`config.mk`:
```
export PLATFORM = sky130hd
export DESIGN_NAME = pixel_palette_flat
export DESIGN_NICKNAME = d
export VERILOG_FILES = /design/src/rtl/pixel_palette_if.sv /design/src/rtl/pixel_palette.sv /design/src/flat_wrapper.sv
export SDC_FILE = /design/constraint.sdc
export NUM_CORES = 1
export LEC_CHECK = 0
export CORE_ASPECT_RATIO = 0.6
export CORE_MARGIN = 2
export CORE_UTILIZATION = 32
export DETAILED_ROUTE_END_ITERATION = 6
export PLACE_DENSITY = 0.51
export SLEW_MARGIN = 20
export SYNTH_ARGS = -nofsm -noshare
export SYNTH_HDL_FRONTEND = slang
export SYNTH_SLANG_ARGS = --single-unit
```
`constraint.sdc`:
```
create_clock -name clk -period 2 [get_ports clk]
set_input_delay 0.5 -clock clk [delete_from_list [all_inputs] [get_ports clk]]
set_output_delay 0.5 -clock clk [all_outputs]
set_load 0.01 [all_outputs]
```
`src/rtl/pixel_palette_if.sv`:
```
// -----------------------------------------------------------------------------
// pixel_palette_if
// Bundle of pixel-path and palette-write signals for pixel_palette.
//   master : pixel source / CPU side. It drives the pixel attributes and the
//            palette write port, and it receives the colour outputs.
//   slave  : the palette block itself.
// Signals:
//   de_in, pix_on, fg_idx, bg_idx, blink_attr, frame_tick  pixel stream inputs
//   wr_en, wr_addr, wr_data                                palette write port
//   R, G, B, de_out                                        registered outputs
// -----------------------------------------------------------------------------
interface pixel_palette_if #(
   parameter int COLOR_W = 8,
   parameter int IDX_W   = 2
);
   logic                   de_in;
   logic                   pix_on;
   logic [IDX_W-1:0]       fg_idx;
   logic [IDX_W-1:0]       bg_idx;
   logic                   blink_attr;
   logic                   frame_tick;
   logic                   wr_en;
   logic [IDX_W-1:0]       wr_addr;
   logic [3*COLOR_W-1:0]   wr_data;
   logic [COLOR_W-1:0]     R;
   logic [COLOR_W-1:0]     G;
   logic [COLOR_W-1:0]     B;
   logic                   de_out;

   modport master (
      output de_in, pix_on, fg_idx, bg_idx, blink_attr, frame_tick,
      output wr_en, wr_addr, wr_data,
      input  R, G, B, de_out
   );

   modport slave (
      input  de_in, pix_on, fg_idx, bg_idx, blink_attr, frame_tick,
      input  wr_en, wr_addr, wr_data,
      output R, G, B, de_out
   );
endinterface

```
`src/rtl/pixel_palette.sv`:
```
// -----------------------------------------------------------------------------
// pixel_palette
// Two-stage registered colour generator for the text-mode video path. It takes
// a character-ROM pixel bit and per-character fg/bg palette indices and
// produces R/G/B from a writable palette register file.
//
// Ports:
//   clk    pixel clock, rising edge
//   rst_n  asynchronous active-low reset
//   pif    pixel_palette_if.slave. It carries the pixel stream inputs, the
//          palette write port, and the registered R/G/B/de_out outputs.
//
// Optional feature: define PALETTE_BLINK_EN to build the frame blink counter.
// When the feature is enabled, a glyph pixel with blink_attr set shows its
// background colour during the "hidden" blink phase. When the feature is not
// built, blink_attr and frame_tick are ignored.
//
// Latency is 2 clk from the inputs to R/G/B/de_out. The block accepts one pixel
// per clock.
// -----------------------------------------------------------------------------
module pixel_palette #(
   parameter int COLOR_W      = 8,
   parameter int N_COLORS     = 4,
   parameter int IDX_W        = 2,
   parameter int BLINK_FRAMES = 30
) (
   input logic             clk,
   input logic             rst_n,
   pixel_palette_if.slave  pif
);

   localparam int RGB_W  = 3 * COLOR_W;
   localparam int STAGES = 2;

   localparam logic [RGB_W-1:0] YELLOW = {{COLOR_W{1'b1}}, {COLOR_W{1'b1}}, {COLOR_W{1'b0}}};
   localparam logic [RGB_W-1:0] BLACK  = '0;
   localparam logic [RGB_W-1:0] RED    = {{COLOR_W{1'b1}}, {(2*COLOR_W){1'b0}}};

   // Default palette contents: entry 0 is yellow, entry 1 is black, and every
   // other entry is red.
   function automatic logic [RGB_W-1:0] reset_color(input int i);
      if (i == 0)      return YELLOW;
      else if (i == 1) return BLACK;
      else             return RED;
   endfunction

   // ---------------------------------------------------------------------------
   // Palette register file
   // The write decode compares against each implemented entry. An address at or
   // above N_COLORS matches no entry, so that write drops out.
   // ---------------------------------------------------------------------------
   logic [RGB_W-1:0] pal [N_COLORS];

   always_ff @(posedge clk or negedge rst_n) begin
      if (!rst_n) begin
         for (int i = 0; i < N_COLORS; i++) pal[i] <= reset_color(i);
      end else if (pif.wr_en) begin
         for (int i = 0; i < N_COLORS; i++)
            if (pif.wr_addr == IDX_W'(i)) pal[i] <= pif.wr_data;
      end
   end

   // ---------------------------------------------------------------------------
   // Blink phase
   // ---------------------------------------------------------------------------
   logic hide;

`ifdef PALETTE_BLINK_EN
   localparam int CNT_W = (BLINK_FRAMES > 1) ? $clog2(BLINK_FRAMES) : 1;
   localparam logic [CNT_W-1:0] CNT_LAST = CNT_W'(BLINK_FRAMES - 1);

   logic [CNT_W-1:0] blink_cnt;
   logic             blink_phase;

   // blink_phase flips on the same edge that samples the last tick of a
   // half-period. Stage 1 sees the new phase from the following edge onward.
   always_ff @(posedge clk or negedge rst_n) begin
      if (!rst_n) begin
         blink_cnt   <= '0;
         blink_phase <= 1'b0;
      end else if (pif.frame_tick) begin
         if (blink_cnt == CNT_LAST) begin
            blink_cnt   <= '0;
            blink_phase <= ~blink_phase;
         end else begin
            blink_cnt   <= blink_cnt + CNT_W'(1);
         end
      end
   end

   assign hide = pif.pix_on & pif.blink_attr & blink_phase;
`else
   logic unused_blink;
   assign unused_blink = &{1'b0, pif.blink_attr, pif.frame_tick};
   assign hide         = 1'b0;
`endif

   // ---------------------------------------------------------------------------
   // Stage 1: choose the palette index and start the valid pipe
   // ---------------------------------------------------------------------------
   logic [IDX_W-1:0]  sel_nxt;
   logic [IDX_W-1:0]  sel_q;
   logic [STAGES:1]   vld_pipe;

   assign sel_nxt = (pif.pix_on && !hide) ? pif.fg_idx : pif.bg_idx;

   always_ff @(posedge clk or negedge rst_n) begin
      if (!rst_n) begin
         sel_q    <= '0;
         vld_pipe <= '0;
      end else begin
         sel_q    <= sel_nxt;
         vld_pipe <= {vld_pipe[STAGES-1:1], pif.de_in};
      end
   end

   // ---------------------------------------------------------------------------
   // Stage 2: palette lookup and output register
   // The lookup reads the palette flops before this edge's write. A colliding
   // write therefore shows up one pixel later, and the current output does not
   // glitch. An index with no matching entry falls through to the error colour.
   // ---------------------------------------------------------------------------
   logic [RGB_W-1:0] lut_rgb;
   logic [RGB_W-1:0] rgb_q;

   always_comb begin
      lut_rgb = RED;
      for (int i = 0; i < N_COLORS; i++)
         if (sel_q == IDX_W'(i)) lut_rgb = pal[i];
   end

   always_ff @(posedge clk or negedge rst_n) begin
      if (!rst_n) rgb_q <= '0;
      else        rgb_q <= vld_pipe[1] ? lut_rgb : BLACK;
   end

   assign pif.R      = rgb_q[RGB_W-1 -: COLOR_W];
   assign pif.G      = rgb_q[2*COLOR_W-1 -: COLOR_W];
   assign pif.B      = rgb_q[COLOR_W-1:0];
   assign pif.de_out = vld_pipe[STAGES];

endmodule

```
`src/flat_wrapper.sv`:
```
// flat-port wrapper written by rule: the top's interface ports become plain ports
module pixel_palette_flat 
#(
   parameter int COLOR_W      = 8,
   parameter int N_COLORS     = 4,
   parameter int IDX_W        = 2,
   parameter int BLINK_FRAMES = 30
)
  (clk, rst_n, pif_de_in, pif_pix_on, pif_fg_idx, pif_bg_idx, pif_blink_attr, pif_frame_tick, pif_wr_en, pif_wr_addr, pif_wr_data, pif_R, pif_G, pif_B, pif_de_out);
  pixel_palette_if #(.COLOR_W(COLOR_W), .IDX_W(IDX_W)) pif_i ();
  input logic clk;
  input logic rst_n;
  input wire logic [$bits(pif_i.de_in)-1:0] pif_de_in;
  input wire logic [$bits(pif_i.pix_on)-1:0] pif_pix_on;
  input wire logic [$bits(pif_i.fg_idx)-1:0] pif_fg_idx;
  input wire logic [$bits(pif_i.bg_idx)-1:0] pif_bg_idx;
  input wire logic [$bits(pif_i.blink_attr)-1:0] pif_blink_attr;
  input wire logic [$bits(pif_i.frame_tick)-1:0] pif_frame_tick;
  input wire logic [$bits(pif_i.wr_en)-1:0] pif_wr_en;
  input wire logic [$bits(pif_i.wr_addr)-1:0] pif_wr_addr;
  input wire logic [$bits(pif_i.wr_data)-1:0] pif_wr_data;
  output wire logic [$bits(pif_i.R)-1:0] pif_R;
  output wire logic [$bits(pif_i.G)-1:0] pif_G;
  output wire logic [$bits(pif_i.B)-1:0] pif_B;
  output wire logic [$bits(pif_i.de_out)-1:0] pif_de_out;
  assign pif_i.de_in = pif_de_in;
  assign pif_i.pix_on = pif_pix_on;
  assign pif_i.fg_idx = pif_fg_idx;
  assign pif_i.bg_idx = pif_bg_idx;
  assign pif_i.blink_attr = pif_blink_attr;
  assign pif_i.frame_tick = pif_frame_tick;
  assign pif_i.wr_en = pif_wr_en;
  assign pif_i.wr_addr = pif_wr_addr;
  assign pif_i.wr_data = pif_wr_data;
  assign pif_R = pif_i.R;
  assign pif_G = pif_i.G;
  assign pif_B = pif_i.B;
  assign pif_de_out = pif_i.de_out;
  pixel_palette #(.COLOR_W(COLOR_W), .N_COLORS(N_COLORS), .IDX_W(IDX_W), .BLINK_FRAMES(BLINK_FRAMES)) u_core (.clk(clk), .rst_n(rst_n), .pif(pif_i));
endmodule
```
==> flow_metrics.tcl, run 1 <==
set metrics [dict create \
    crit_family "buffers and inverters" \
    cts_buffer_depth 2 \
    p_comb_share_pct 15.1 \
    overflow 0 \
    drtPass1Iterations 4 \
    ctsResizeCount 0 \
    timing.rr.start "u_core.vld_pipe[1]" \
    cts_made_buffers 17 \
    diodes 0 \
    ys_ff_latch 124 \
    hold_viol_final 0 \
    die_w_um 166.3 \
    netlist_instances 319 \
    slowest_stage "clkdlybuf4s50_1" \
    arrival_ps 1300 \
    p_sw_share_pct 23.43 \
    boundaryPins 62 \
    cts.sinks 124 \
    power_mw 7.287 \
    area_growth_pct 31.01 \
    period_share_pct 90.05 \
    fillers 1394 \
    startpoint "u_core.rgb_q[12]" \
    routabilityCongestion 0.6448 \
    status "finished, final reports clean" \
    crit_chain "clkdlybuf4s50_1" \
    finalClockSkew_ps 11.01 \
    leakage_nw 2.828 \
    cts_htree_levels 4 \
    synth.distinct_cells 15 \
    fmax_ghz 0.5553 \
    cp_num_cells 1 \
    drc 0 \
    dieHeight_um 101.4 \
    crit_path_max_incr_delay_ps 550 \
    grt_pass1_vias 3213 \
    yosysSeqAreaShare_pct 62.16 \
    final_layout_size_suffix_gt1_share_pct 44.72 \
    nNetsFinal 431 \
    path_clk_slew_ps 60 \
    hp-class "in2async" \
    layout_commonest_cell "mux2_2" \
    synth_area_per_cell_um2 15.85 \
    tightest_slew_ps 473.9 \
    crit_fanout 1 \
    powerDensity_nw_per_um2 1100 \
    viasPerCell 4.759 \
    ctsHoldBuffers 0 \
    cp.required_ps 1500 \
    clkLatencyLatePin_ps 410 \
    syn-cell-area_um2 5056 \
    p_int_mw 5.579 \
    p_sw_mw 1.708 \
    slew_headroom_pct 68.33 \
    ys_warn_count 0 \
    crit_type "reg2out" \
    clockPowerShare_pct 40.4 \
    finalWirelength_um 10410 \
    synth_nets 356 \
    antenna_found_initial 0 \
    grt_max_degree 49 \
    start_util_pct 32.80 \
    root_buffer "clkbuf_16" \
    grt_pass1_wl_um 17150 \
    grt_usage_pct 13.55 \
    fp-row-count 35 \
    rsz0062_at_grt "false" \
    layout_common_cells "mux2_2 (97), dfrtp_1 (91), clkdlybuf4s50_1 (58)" \
    place_area_um2 6040 \
    final-setup-viol-count 0 \
    drtIter0Drc 86 \
    ant_nets 0 \
    final_area_um2 6624 \
    setup.worst_path.end_class "output pin" \
    place_hpwl_um 6576 \
    core_area_um2 15410 \
    cts_tree "built" \
    wl_per_cell_um 17.07 \
    setup_tns_ps 0 \
    via_count 2903 \
    rr_worst_depth 3 \
    irDropWorstVdd_mv 0.5804 \
    slew_violations 0 \
    cp.buffers_inverters 1 \
    min_period_ps 1801 \
    seqPwrFrac_pct 44.5 \
    drv_cap 0 \
    postCtsSetupBuffers 0 \
    fin_hold_ws_ps 28.86 \
    cp-start-kind "register" \
    die_area_um2 16850 \
    port_buffers 59 \
]
registers in the layout, summed over array words and instances (netlist names):
name	cells
u_core.pal	96
u_core.sel_q	2
u_core.vld_pipe	2
u_core.rgb_q	24
logic make-up after synthesis:
logic type,share of synthesized area [%]
simple gates,1.213
flops,62.16
compound gates,2.969
buf+inv,2.326
mux,31.33
Yosys cell counts:
master | n | area share [%]
nand3b_2 | 2 | 0.45
dfrtp_1 | 92 | 46
buf_2 | 4 | 0.40
nor3b_4 | 1 | 0.37
nand3_2 | 1 | 0.20
clkbuf_1 | 6 | 0.45
o22ai_1 | 24 | 3.0
mux2_1 | 1 | 0.22
mux2_2 | 97 | 22
mux2i_1 | 48 | 9.5
buf_6 | 2 | 0.45
nand2b_1 | 1 | 0.12
buf_4 | 7 | 1.0
nand2_1 | 1 | 0.074
dfstp_2 | 32 | 17
per-layer routing:
layer	global-route usage, %	up-vias	routed length [um]
met3	4.025	10	371
met2	20.87	48	4762
met4	5.172	0	104
met5	0	-	0
met1	18.27	1521	5174
li1	-	1324	-
power groups by stage:
stage | combinational [mW] | sequential [mW] | clock (mW)
2_1_floorplan | 0.634 | 3.27 | 0
3_3_place_gp | 1.09 | 3.27 | 0
3_5_place_dp | 1.12 | 3.28 | 0
4_1_cts | 1.12 | 3.25 | 3.03
5_1_grt | 1.20 | 3.30 | 3.17
6_report | 1.10 | 3.24 | 2.95
final timing paths:
path	end	slack, ps
hold / removal	u_core.sel_q[0]	30
setup reg to reg	u_core.rgb_q[13]	700
hold reg to reg	u_core.vld_pipe[2]	410
setup / recovery	pif_G[4]	200
max in group asynchronous	u_core.pal[47]	1340
min in group clk	u_core.vld_pipe[2]	410
through the flow:
stage | std cells | util (%) | setup slack, ps
after floorplan | 319 | - | 560.8
final | 610 | 42.97 | 199.0
after CTS | 610 | 42.97 | 176.9
after global placement | 578 | 39.18 | -4.993
after global routing | 610 | 42.97 | 159.3
after detailed placement | 578 | 39.18 | -43.36
area by class of cell:
type / count / area, um^2 / share of cell area, %
repair buffers: 75 / 845.8 / 12.77
clock inverters: 9 / 86.33 / 1.303
flip-flops and latches: 124 / 3144 / 47.47
clock buffers: 23 / 498.0 / 7.518
well taps: 203 / 254.0 / 3.835
multi-input cells: 176 / 1795 / 27.11
Note: power is estimated with default switching activity, not from simulation.
==> inputs of run 2 (changes only) <==
--- a/config.mk
+++ b/config.mk
@@ -8,6 +8,7 @@
 export CORE_ASPECT_RATIO = 0.6
 export CORE_MARGIN = 2
 export CORE_UTILIZATION = 32
+export CTS_CLUSTER_DIAMETER = 200
 export DETAILED_ROUTE_END_ITERATION = 6
 export PLACE_DENSITY = 0.51
 export SLEW_MARGIN = 20
==> results of run 2 <==
Final layout, timing and power as in run 1 (identical DEF).
==> inputs of run 3 (changes only) <==
--- a/config.mk
+++ b/config.mk
@@ -11,7 +11,7 @@
 export CTS_CLUSTER_DIAMETER = 200
 export DETAILED_ROUTE_END_ITERATION = 6
 export PLACE_DENSITY = 0.51
-export SLEW_MARGIN = 20
+export SLEW_MARGIN = 40
 export SYNTH_ARGS = -nofsm -noshare
 export SYNTH_HDL_FRONTEND = slang
 export SYNTH_SLANG_ARGS = --single-unit
==> results of run 3 <==
Final layout, timing and power as in run 1 (identical DEF).
